$ cat src/rtl/nco_sweep_pkg.sv
// Shared types and encodings for the NCO stepped-frequency sweep sequencer.
package nco_sweep_pkg;

    localparam logic [1:0] S_IDLE  = 2'd0;
    localparam logic [1:0] S_PRIME = 2'd1;
    localparam logic [1:0] S_SWEEP = 2'd2;
    localparam logic [1:0] S_DONE  = 2'd3;

    typedef enum logic [1:0] {
        ST_IDLE  = S_IDLE,
        ST_PRIME = S_PRIME,
        ST_SWEEP = S_SWEEP,
        ST_DONE  = S_DONE
    } state_e;

    localparam logic DIR_UP = 1'b0;
    localparam logic DIR_DN = 1'b1;

endpackage

$ cat src/rtl/nco_sweep_timer.sv
// Dwell down-counter: load has priority over decrement; zero_o flags an expired dwell.
module nco_sweep_timer
    import nco_sweep_pkg::*;
#(
    parameter int DWW = 16
) (
    input  logic           clk,
    input  logic           reset_n,
    input  logic           load_i,
    input  logic [DWW-1:0] load_val_i,
    input  logic           dec_i,
    output logic           zero_o
);

    localparam logic [DWW-1:0] DW_ONE = DWW'(1);

    logic [DWW-1:0] cnt_q;

    always_ff @(posedge clk or negedge reset_n) begin
        if (!reset_n) begin
            cnt_q <= '0;
        end else if (load_i) begin
            cnt_q <= load_val_i;
        end else if (dec_i) begin
            cnt_q <= cnt_q - DW_ONE;
        end
    end

    assign zero_o = (cnt_q == '0);

endmodule

$ cat src/rtl/nco_sweep_ctrl.sv
// Stepped-frequency sweep sequencer driving an NCO phase increment and clock enable.
// Define NCO_SWEEP_BIDIR_EN for a triangle (up then down) sweep; default is a single up leg.
module nco_sweep_ctrl
    import nco_sweep_pkg::*;
#(
    parameter int APR  = 32,
    parameter int CNTW = 16,
    parameter int DWW  = 16
) (
    input  logic            clk,
    input  logic            reset_n,
    input  logic            start,
    input  logic            abort,
    input  logic [APR-1:0]  start_inc,
    input  logic [APR-1:0]  step_inc,
    input  logic [CNTW-1:0] n_pts,
    input  logic [DWW-1:0]  dwell,
    input  logic            nco_valid,
    output logic [APR-1:0]  phi_inc_o,
    output logic            nco_clken,
    output logic            busy,
    output logic            done,
    output logic            step_tick,
    output logic [CNTW-1:0] pt_idx,
    output logic            dir
);

    localparam logic [CNTW-1:0] PT_ONE = CNTW'(1);
    localparam logic [DWW-1:0]  DW_ONE = DWW'(1);

    state_e          state_q;
    logic [APR-1:0]  phi_inc_q;
    logic [APR-1:0]  step_inc_q;
    logic [CNTW-1:0] n_last_q;
    logic [DWW-1:0]  dwell_m1_q;
    logic [CNTW-1:0] pt_idx_q;
    logic            clken_q;
    logic            busy_q;
    logic            done_q;
    logic            tick_q;

    logic            tmr_load;
    logic            tmr_dec;
    logic            tmr_zero;
    logic            last_pt;
    logic [APR-1:0]  phi_up_d;
    logic [CNTW-1:0] pt_up_d;

    assign phi_up_d = phi_inc_q + step_inc_q;
    assign pt_up_d  = pt_idx_q + PT_ONE;

`ifdef NCO_SWEEP_BIDIR_EN
    logic            dir_q;
    logic [APR-1:0]  phi_dn_d;
    logic [CNTW-1:0] pt_dn_d;

    assign phi_dn_d = phi_inc_q - step_inc_q;
    assign pt_dn_d  = pt_idx_q - PT_ONE;
    // A one-point sweep never turns; otherwise the sweep ends back at index 0 on the down leg.
    assign last_pt  = (n_last_q == '0) || ((dir_q == DIR_DN) && (pt_idx_q == '0));
    assign dir      = dir_q;
`else
    assign last_pt  = (pt_idx_q == n_last_q);
    assign dir      = DIR_UP;
`endif

    always_comb begin
        tmr_load = 1'b0;
        tmr_dec  = 1'b0;
        if (!abort) begin
            if (state_q == ST_PRIME && nco_valid) begin
                tmr_load = 1'b1;
            end
            if (state_q == ST_SWEEP) begin
                if (!tmr_zero) begin
                    tmr_dec = 1'b1;
                end else if (!last_pt) begin
                    tmr_load = 1'b1;
                end
            end
        end
    end

    nco_sweep_timer #(
        .DWW(DWW)
    ) u_timer (
        .clk       (clk),
        .reset_n   (reset_n),
        .load_i    (tmr_load),
        .load_val_i(dwell_m1_q),
        .dec_i     (tmr_dec),
        .zero_o    (tmr_zero)
    );

    always_ff @(posedge clk or negedge reset_n) begin
        if (!reset_n) begin
            state_q    <= ST_IDLE;
            phi_inc_q  <= '0;
            step_inc_q <= '0;
            n_last_q   <= '0;
            dwell_m1_q <= '0;
            pt_idx_q   <= '0;
            clken_q    <= 1'b0;
            busy_q     <= 1'b0;
            done_q     <= 1'b0;
            tick_q     <= 1'b0;
`ifdef NCO_SWEEP_BIDIR_EN
            dir_q      <= DIR_UP;
`endif
        end else begin
            done_q <= 1'b0;
            tick_q <= 1'b0;
            unique case (state_q)
                ST_IDLE: begin
                    if (start && !abort) begin
                        phi_inc_q  <= start_inc;
                        step_inc_q <= step_inc;
                        n_last_q   <= (n_pts == '0) ? '0 : n_pts - PT_ONE;
                        dwell_m1_q <= (dwell == '0) ? '0 : dwell - DW_ONE;
                        pt_idx_q   <= '0;
                        clken_q    <= 1'b1;
                        busy_q     <= 1'b1;
                        state_q    <= ST_PRIME;
`ifdef NCO_SWEEP_BIDIR_EN
                        dir_q      <= DIR_UP;
`endif
                    end
                end
                ST_PRIME: begin
                    if (abort) begin
                        clken_q <= 1'b0;
                        busy_q  <= 1'b0;
                        state_q <= ST_IDLE;
                    end else if (nco_valid) begin
                        state_q <= ST_SWEEP;
                    end
                end
                ST_SWEEP: begin
                    if (abort) begin
                        clken_q <= 1'b0;
                        busy_q  <= 1'b0;
                        state_q <= ST_IDLE;
                    end else if (tmr_zero) begin
                        if (last_pt) begin
                            clken_q <= 1'b0;
                            done_q  <= 1'b1;
                            state_q <= ST_DONE;
                        end else begin
                            tick_q <= 1'b1;
`ifdef NCO_SWEEP_BIDIR_EN
                            if (dir_q == DIR_UP && pt_idx_q != n_last_q) begin
                                phi_inc_q <= phi_up_d;
                                pt_idx_q  <= pt_up_d;
                            end else begin
                                dir_q     <= DIR_DN;
                                phi_inc_q <= phi_dn_d;
                                pt_idx_q  <= pt_dn_d;
                            end
`else
                            phi_inc_q <= phi_up_d;
                            pt_idx_q  <= pt_up_d;
`endif
                        end
                    end
                end
                ST_DONE: begin
                    clken_q <= 1'b0;
                    busy_q  <= 1'b0;
                    state_q <= ST_IDLE;
                end
                default: begin
                    clken_q <= 1'b0;
                    busy_q  <= 1'b0;
                    state_q <= ST_IDLE;
                end
            endcase
        end
    end

    assign phi_inc_o = phi_inc_q;
    assign nco_clken = clken_q;
    assign busy      = busy_q;
    assign done      = done_q;
    assign step_tick = tick_q;
    assign pt_idx    = pt_idx_q;

endmodule

$ cat config.mk
export PLATFORM = sky130hd
export DESIGN_NAME = nco_sweep_ctrl
export DESIGN_NICKNAME = d
export VERILOG_FILES = /design/src/rtl/nco_sweep_pkg.sv /design/src/rtl/nco_sweep_timer.sv /design/src/rtl/nco_sweep_ctrl.sv
export SDC_FILE = /design/constraint.sdc
export NUM_CORES = 1
export LEC_CHECK = 0
export BUFFER_PORTS_ARGS = -buffer_cell sky130_fd_sc_hd__buf_2
export CAP_MARGIN = 20
export CORE_UTILIZATION = 40
export CTS_CLUSTER_SIZE = 8
export DETAILED_ROUTE_END_ITERATION = 8
export PLACE_DENSITY = 0.59
export SYNTH_ARGS = -nofsm -noshare
export SYNTH_HDL_FRONTEND = slang
export SYNTH_HIERARCHICAL = 1
export SYNTH_SLANG_ARGS = --single-unit
$ cat constraint.sdc
create_clock -name clk -period 3.2 [get_ports clk]
set_clock_uncertainty 0.1 [all_clocks]
set_input_delay 0.16 -clock clk [delete_from_list [all_inputs] [get_ports clk]]
set_output_delay 0.16 -clock clk [all_outputs]
set_load 0.05 [all_outputs]
# Word level (Yosys, flattened, before mapping)

Index checks and enable logic that the tools add are counted.

Bits in registers: 134
Bits of input ports: 101
Output and inout port bits: 53
Word-level logic and storage cells: 88

Add/sub/neg operators: 5
Equality and inequality tests: 13
Muxes and demuxes: 44
Reductions and logical operators: 15

Operator list:

| kind                                                                  | number |
|---|---|
| 16-bit two-way mux                                                    | 8 |
| 32-bit two-way mux                                                    | 4 |
| 32-bit case mux with 2 select lines                                   | 1 |
| 16-bit logical NOT                                                    | 3 |
| 16-bit by 1-bit subtractor with 16-bit output (second input constant) | 3 |
| 32-bit adder                                                          | 1 |
| 16-bit case mux with 2 select lines                                   | 1 |
| 1-bit two-way mux                                                     | 21 |
| 16-bit by 1-bit adder with 16-bit output (second input constant)      | 1 |
| 16-bit == test                                                        | 1 |
| 2-bit two-way mux                                                     | 6 |
| 2-bit != test (second input constant)                                 | 5 |
| 3-bit != test (second input constant)                                 | 3 |
| 2-bit case mux with 4 select lines                                    | 1 |
| 4-bit AND reduction                                                   | 2 |
| 5-bit AND reduction                                                   | 1 |
| 2-bit == test (second input constant)                                 | 2 |
| 1-bit case mux with 4 select lines                                    | 1 |
| 2-bit AND reduction                                                   | 2 |
| 2-bit nonzero test                                                    | 2 |
| 1-bit case mux with 3 select lines                                    | 1 |
| 2-bit by 1-bit == test with 1-bit output (second input constant)      | 1 |
| 1-bit logical AND                                                     | 2 |
| 2-bit logical NOT                                                     | 1 |
| other kinds (3)                                                       | 3 |

# Longest topological paths before layout

Depth in word-level cells: 8
Depth in mapped cells: 12
Depth with buffers taken out: 11

# Hierarchy

Netlist, hierarchy kept.

By module, submodules not included:

| module          | instances | cells an instance | area each (um^2) |
|---|---|---|---|
| nco_sweep_ctrl  | 1         | 779               | 7445.9 |
| nco_sweep_timer | 1         | 99                | 957.2 |

# Least setup slack after synthesis

Ideal clock, no wire load.

Kind: register to register
From: reg phi_inc_q[9] (netlist: phi_inc_o[9])
To: reg phi_inc_q[29] (netlist: phi_inc_o[29])
Arrival: 2.779 ns
Data required time: 3.001 ns
Path slack: 0.222 ns
Stages on the path, launching flop included: 11
Path buffers: 0
Clock period less this slack: 2.978 ns
Cells stage by stage: dfrtp_1 > ha_1 > a21o_1 > a21oi_2 > o221ai_1 > a31o_2 > a31o_1 > a31o_2 > a221oi_2 > xor2_1 > a311oi_1

Longest elaborated chain between the ends: 5

RTL lines:

| element                             | RTL line              | source |
|---|---|---|
| start, declared                     | nco_sweep_ctrl.sv:32  | `logic [APR-1:0] phi_inc_q;` |
| start signal, assigned              | nco_sweep_ctrl.sv:116 | `phi_inc_q <= start_inc;` |
| start signal, assigned              | nco_sweep_ctrl.sv:160 | `phi_inc_q <= phi_up_d;` |
| 32-bit adder                        | nco_sweep_ctrl.sv:49  | `assign phi_up_d = phi_inc_q + step_inc_q;` |
| 32-bit two-way mux                  | nco_sweep_ctrl.sv:144 | `if (last_pt) begin` |
| 32-bit two-way mux                  | nco_sweep_ctrl.sv:143 | `end else if (tmr_zero) begin` |
| 32-bit two-way mux                  | nco_sweep_ctrl.sv:139 | `if (abort) begin` |
| 32-bit case mux with 2 select lines | nco_sweep_ctrl.sv:113 | `unique case (state_q)` |

Every way passes these cells. The select of a mux whose other input is x is not followed.
A chain may end at the register's enable or synchronous reset.

# Final worst setup path

Same ends and word-level chain as after synthesis.

==> flow_metrics.py <==
metrics = {
    "status": {
        "status": "finished clean",
    },
    "cells_and_area": {
        "nNetsFinal": 1252,
        "area_growth_pct": 29.4,
        "most-common-layout-cells": "buf_2, dfrtp_1, nand2_1",
        "drive_gt1_share_pct": 23.5,
        "final_area_um2": 10900,
        "finalNonFillerCells": 1394,
        "final_common_cell": "buf_2",
    },
    "timing": {
        "layout_setup_ws_ns": 0.229,
        "final-setup-viol-count": 0,
        "timing.setup.tns_ns": 0,
        "rsz0062_at_grt": "false",
        "tightestPinTransition_ns": 0.669,
        "fmax_mhz": 337,
        "final-hold-violation-count": 0,
        "max_slew_margin_pct": 55.4,
        "min_period_over_period_pct": 92.8,
        "fin_crit_ns": 2.97,
        "drv_slew": 0,
    },
    "clocking": {
        "clock-sinks": 134,
        "cts_made_buffers": 17,
        "post_cts_buffers": 0,
        "clkTransAtPathRegs_ns": 0.06,
        "clock-root-buffer": "clkbuf_16",
        "tritoncts": "yes",
        "clock_latency_ns": 0.42,
        "cts_buffer_depth": 2,
        "cts-htree-levels": 4,
    },
    "synthesis": {
        "postSynthCellCount": 878,
        "ys_seq_elements": 134,
        "synth_top_area_share_pct": 39.9,
        "yosys_warnings": 6,
        "synth_enable_flop_cells": 0,
        "yosysSeqAreaShare_pct": 39.9,
        "yosys.area.top_type": "dfrtp_1",
        "postSynthAreaPerCell_um2": 9.57,
        "syn_area_um2": 8400,
        "ys_types": 73,
        "synth_nets": 1020,
        "synth_async_sr_flop_share_pct": 100,
        "synthTopCellsByArea": "dfrtp_1, ha_1, xnor2_1, o21ai_0, nand2_1",
        "synthFlopType": "dfrtp_1",
    },
    "route": {
        "drt_wl_total_mm": 21.4,
        "maxUsedRoutingLayer": "met4",
        "wl_met3_um": 805,
        "met1Wirelength_mm": 9.87,
        "drtIter0Drc": 279,
        "drc_errors": 0,
        "vias_per_cell": 5.14,
        "ant_nets": 0,
        "dr.pass1.iters": 4,
        "dr_wl_met2_mm": 10.5,
        "vias": 7162,
        "wl_per_cell_um": 15.4,
    },
    "power_and_ir_drop": {
        "power_density_nw_per_um2": 1030,
        "netSwitchingPower_w": 0.00507,
        "p_sw_share_pct": 45.3,
        "internal-power_w": 0.00612,
        "pwr-share-seq_pct": 27.3,
        "p_comb_share_pct": 55.2,
        "leakagePower_nw": 4.93,
        "clock_power_share_pct": 17.6,
        "power.total_w": 0.0112,
        "peakVddDrop_mv": 0.342,
    },
    "placed_design": {
        "dpl.hpwl_mm": 15.2,
        "dp_cells": 1277,
        "gp_congestion": 0.825,
        "placed_cell_area_um2": 9440,
        "pre_cts_slack_ns": 0.139,
        "io_buffers": 152,
    },
    "floorplanning": {
        "die_x_um": 147,
        "initial_core_util_pct": 41.1,
        "ios": 154,
        "row_count": 52,
        "fp.dieArea_um2": 21600,
        "core-area_um2": 20400,
        "die_y_um": 147,
    },
    "worst_setup_path": {
        "cp_top_family": "compound AO/OA/AOI/OAI gates",
        "path_common_cell": "a31o_2",
        "r2r_setup_slack_ns": 0.23,
        "cp.arrival_ns": 3.19,
        "cp_cell_sequence": "ha_1, a21o_1, a21oi_2, o221ai_1, a31o_2, a31o_1, a31o_2, a221oi_2, xor2_1, a311oi_1",
        "cp-start-kind": "flip-flop",
        "critPathSlowestCell": "dfrtp_1",
        "cp.required_ns": 3.42,
        "end_kind": "flip-flop",
        "path_buf_inv": 0,
        "slowest_delay_ns": 0.40,
        "crit_type": "reg2reg",
        "crit_fanout": 5,
    },
    "min_path": {
        "min_path_type": "in2reg",
    },
    "global_routing": {
        "grtUsageTotal_pct": 20.4,
        "overflow": 0,
        "antenna_found_initial": 2,
        "grt_max_degree": 70,
        "grt_pass1_vias": 7159,
        "grt_pass1_wl_mm": 35.1,
    },
    "run": {
        "maxCapViolCount": 0,
    },
}
==> sequential cells by signal, indices dropped and copies added, names as in the netlist <==
signal and cells:
step_inc_q 32, u_timer/cnt_q 16, state_q 2, n_last_q 16, step_tick 1, phi_inc_o 32
done 1, pt_idx 16, busy 1, nco_clken 1, dwell_m1_q 16
==> cells in the mapped netlist, types with 5 or more instances <==
library cell  instances
nor4_1                8
nor3_1               22
mux2i_1              30
buf_6                 5
xnor2_1              57
xor2_1               22
nor2b_1              12
dfrtp_1             134
clkbuf_1             18
a21o_1               28
o21bai_1              5
mux2_2               32
or3_1                 5
and3_1                5
buf_2                10
inv_1                21
ha_1                 40
nand3_1              25
o21ai_0              89
a21oi_1              45
nand4_1              16
nand2_1             105
a22o_1                7
nor2_1               39
==> power groups by stage <==
stage / registers [W] / logic (W) / clock network, W
6_report: 0.00305 / 0.00618 / 0.00197
3_3_place_gp: 0.00305 / 0.00604 / 0
5_1_grt: 0.00316 / 0.00682 / 0.00207
3_5_place_dp: 0.00308 / 0.00609 / 0
2_1_floorplan: 0.00373 / 0.00419 / 0
4_1_cts: 0.00305 / 0.00619 / 0.00200
==> worst register-to-register path: stages (launching register included) <==
cell      delay (ns)
dfrtp_1         0.40
ha_1            0.37
a21o_1          0.21
a21oi_2         0.22
o221ai_1        0.16
a31o_2          0.27
a31o_1          0.24
a31o_2          0.26
a221oi_2        0.27
xor2_1          0.10
a311oi_1        0.27
==> final timing paths <==
path / from / end / cells after the start
worst min register to register: dwell_m1_q[3] / dwell_m1_q[3] / 1
max in group asynchronous: reset_n / pt_idx[7] / 3
worst max-delay path: phi_inc_o[9] / phi_inc_o[29] / 10
worst max register to register: phi_inc_o[9] / phi_inc_o[29] / 10
worst min-delay path: start_inc[29] / phi_inc_o[29] / 3
min in group asynchronous: reset_n / step_inc_q[22] / 2
==> timing repair <==
| action | in CTS | in global routing |
|---|---|---|
| hold endpoints to repair | 152 | 0 |
| gates resized for setup | 0 | 1 |
| setup endpoints to repair | 0 | 2 |
| hold buffers | 84 | 0 |
==> logic make-up after synthesis <==
kind of cell / synth area share [%]
and+or+nand+nor: 16.3
AOI/OAI and AO/OA: 17.2
DFF: 39.9
xor gates and xnor gates: 8.23
buffers and inverters: 4.33
muxes: 7.86
adders and majority gates: 6.19
other: 0.0446
==> per-stage QoR <==
stage,hold slack (ns),utilization (%)
final,0.00212,53.2
after global routing,0.0153,53.2
after CTS,0.000156,53.2
after detailed placement,0.117,46.2
after global placement,0.122,46.2
after floorplan,-0.236,-
==> per-layer routing <==
metal,vias up,track usage (%)
met2,159,35.4
met1,3375,26.2
li1,3612,-
met3,16,3.51
met4,0,5.52
met5,-,0
==> area by class of cell <==
type	instances	area, µm²
fillers	1890	9550
diodes	2	5.00
inverters	21	78.8
clock inverters	13	148
well taps	270	338
clock buffers	18	439
repair buffers	258	1800
flip-flops and latches	134	3350
multi-input cells	678	4720
(Power assumes the default switching activity.)
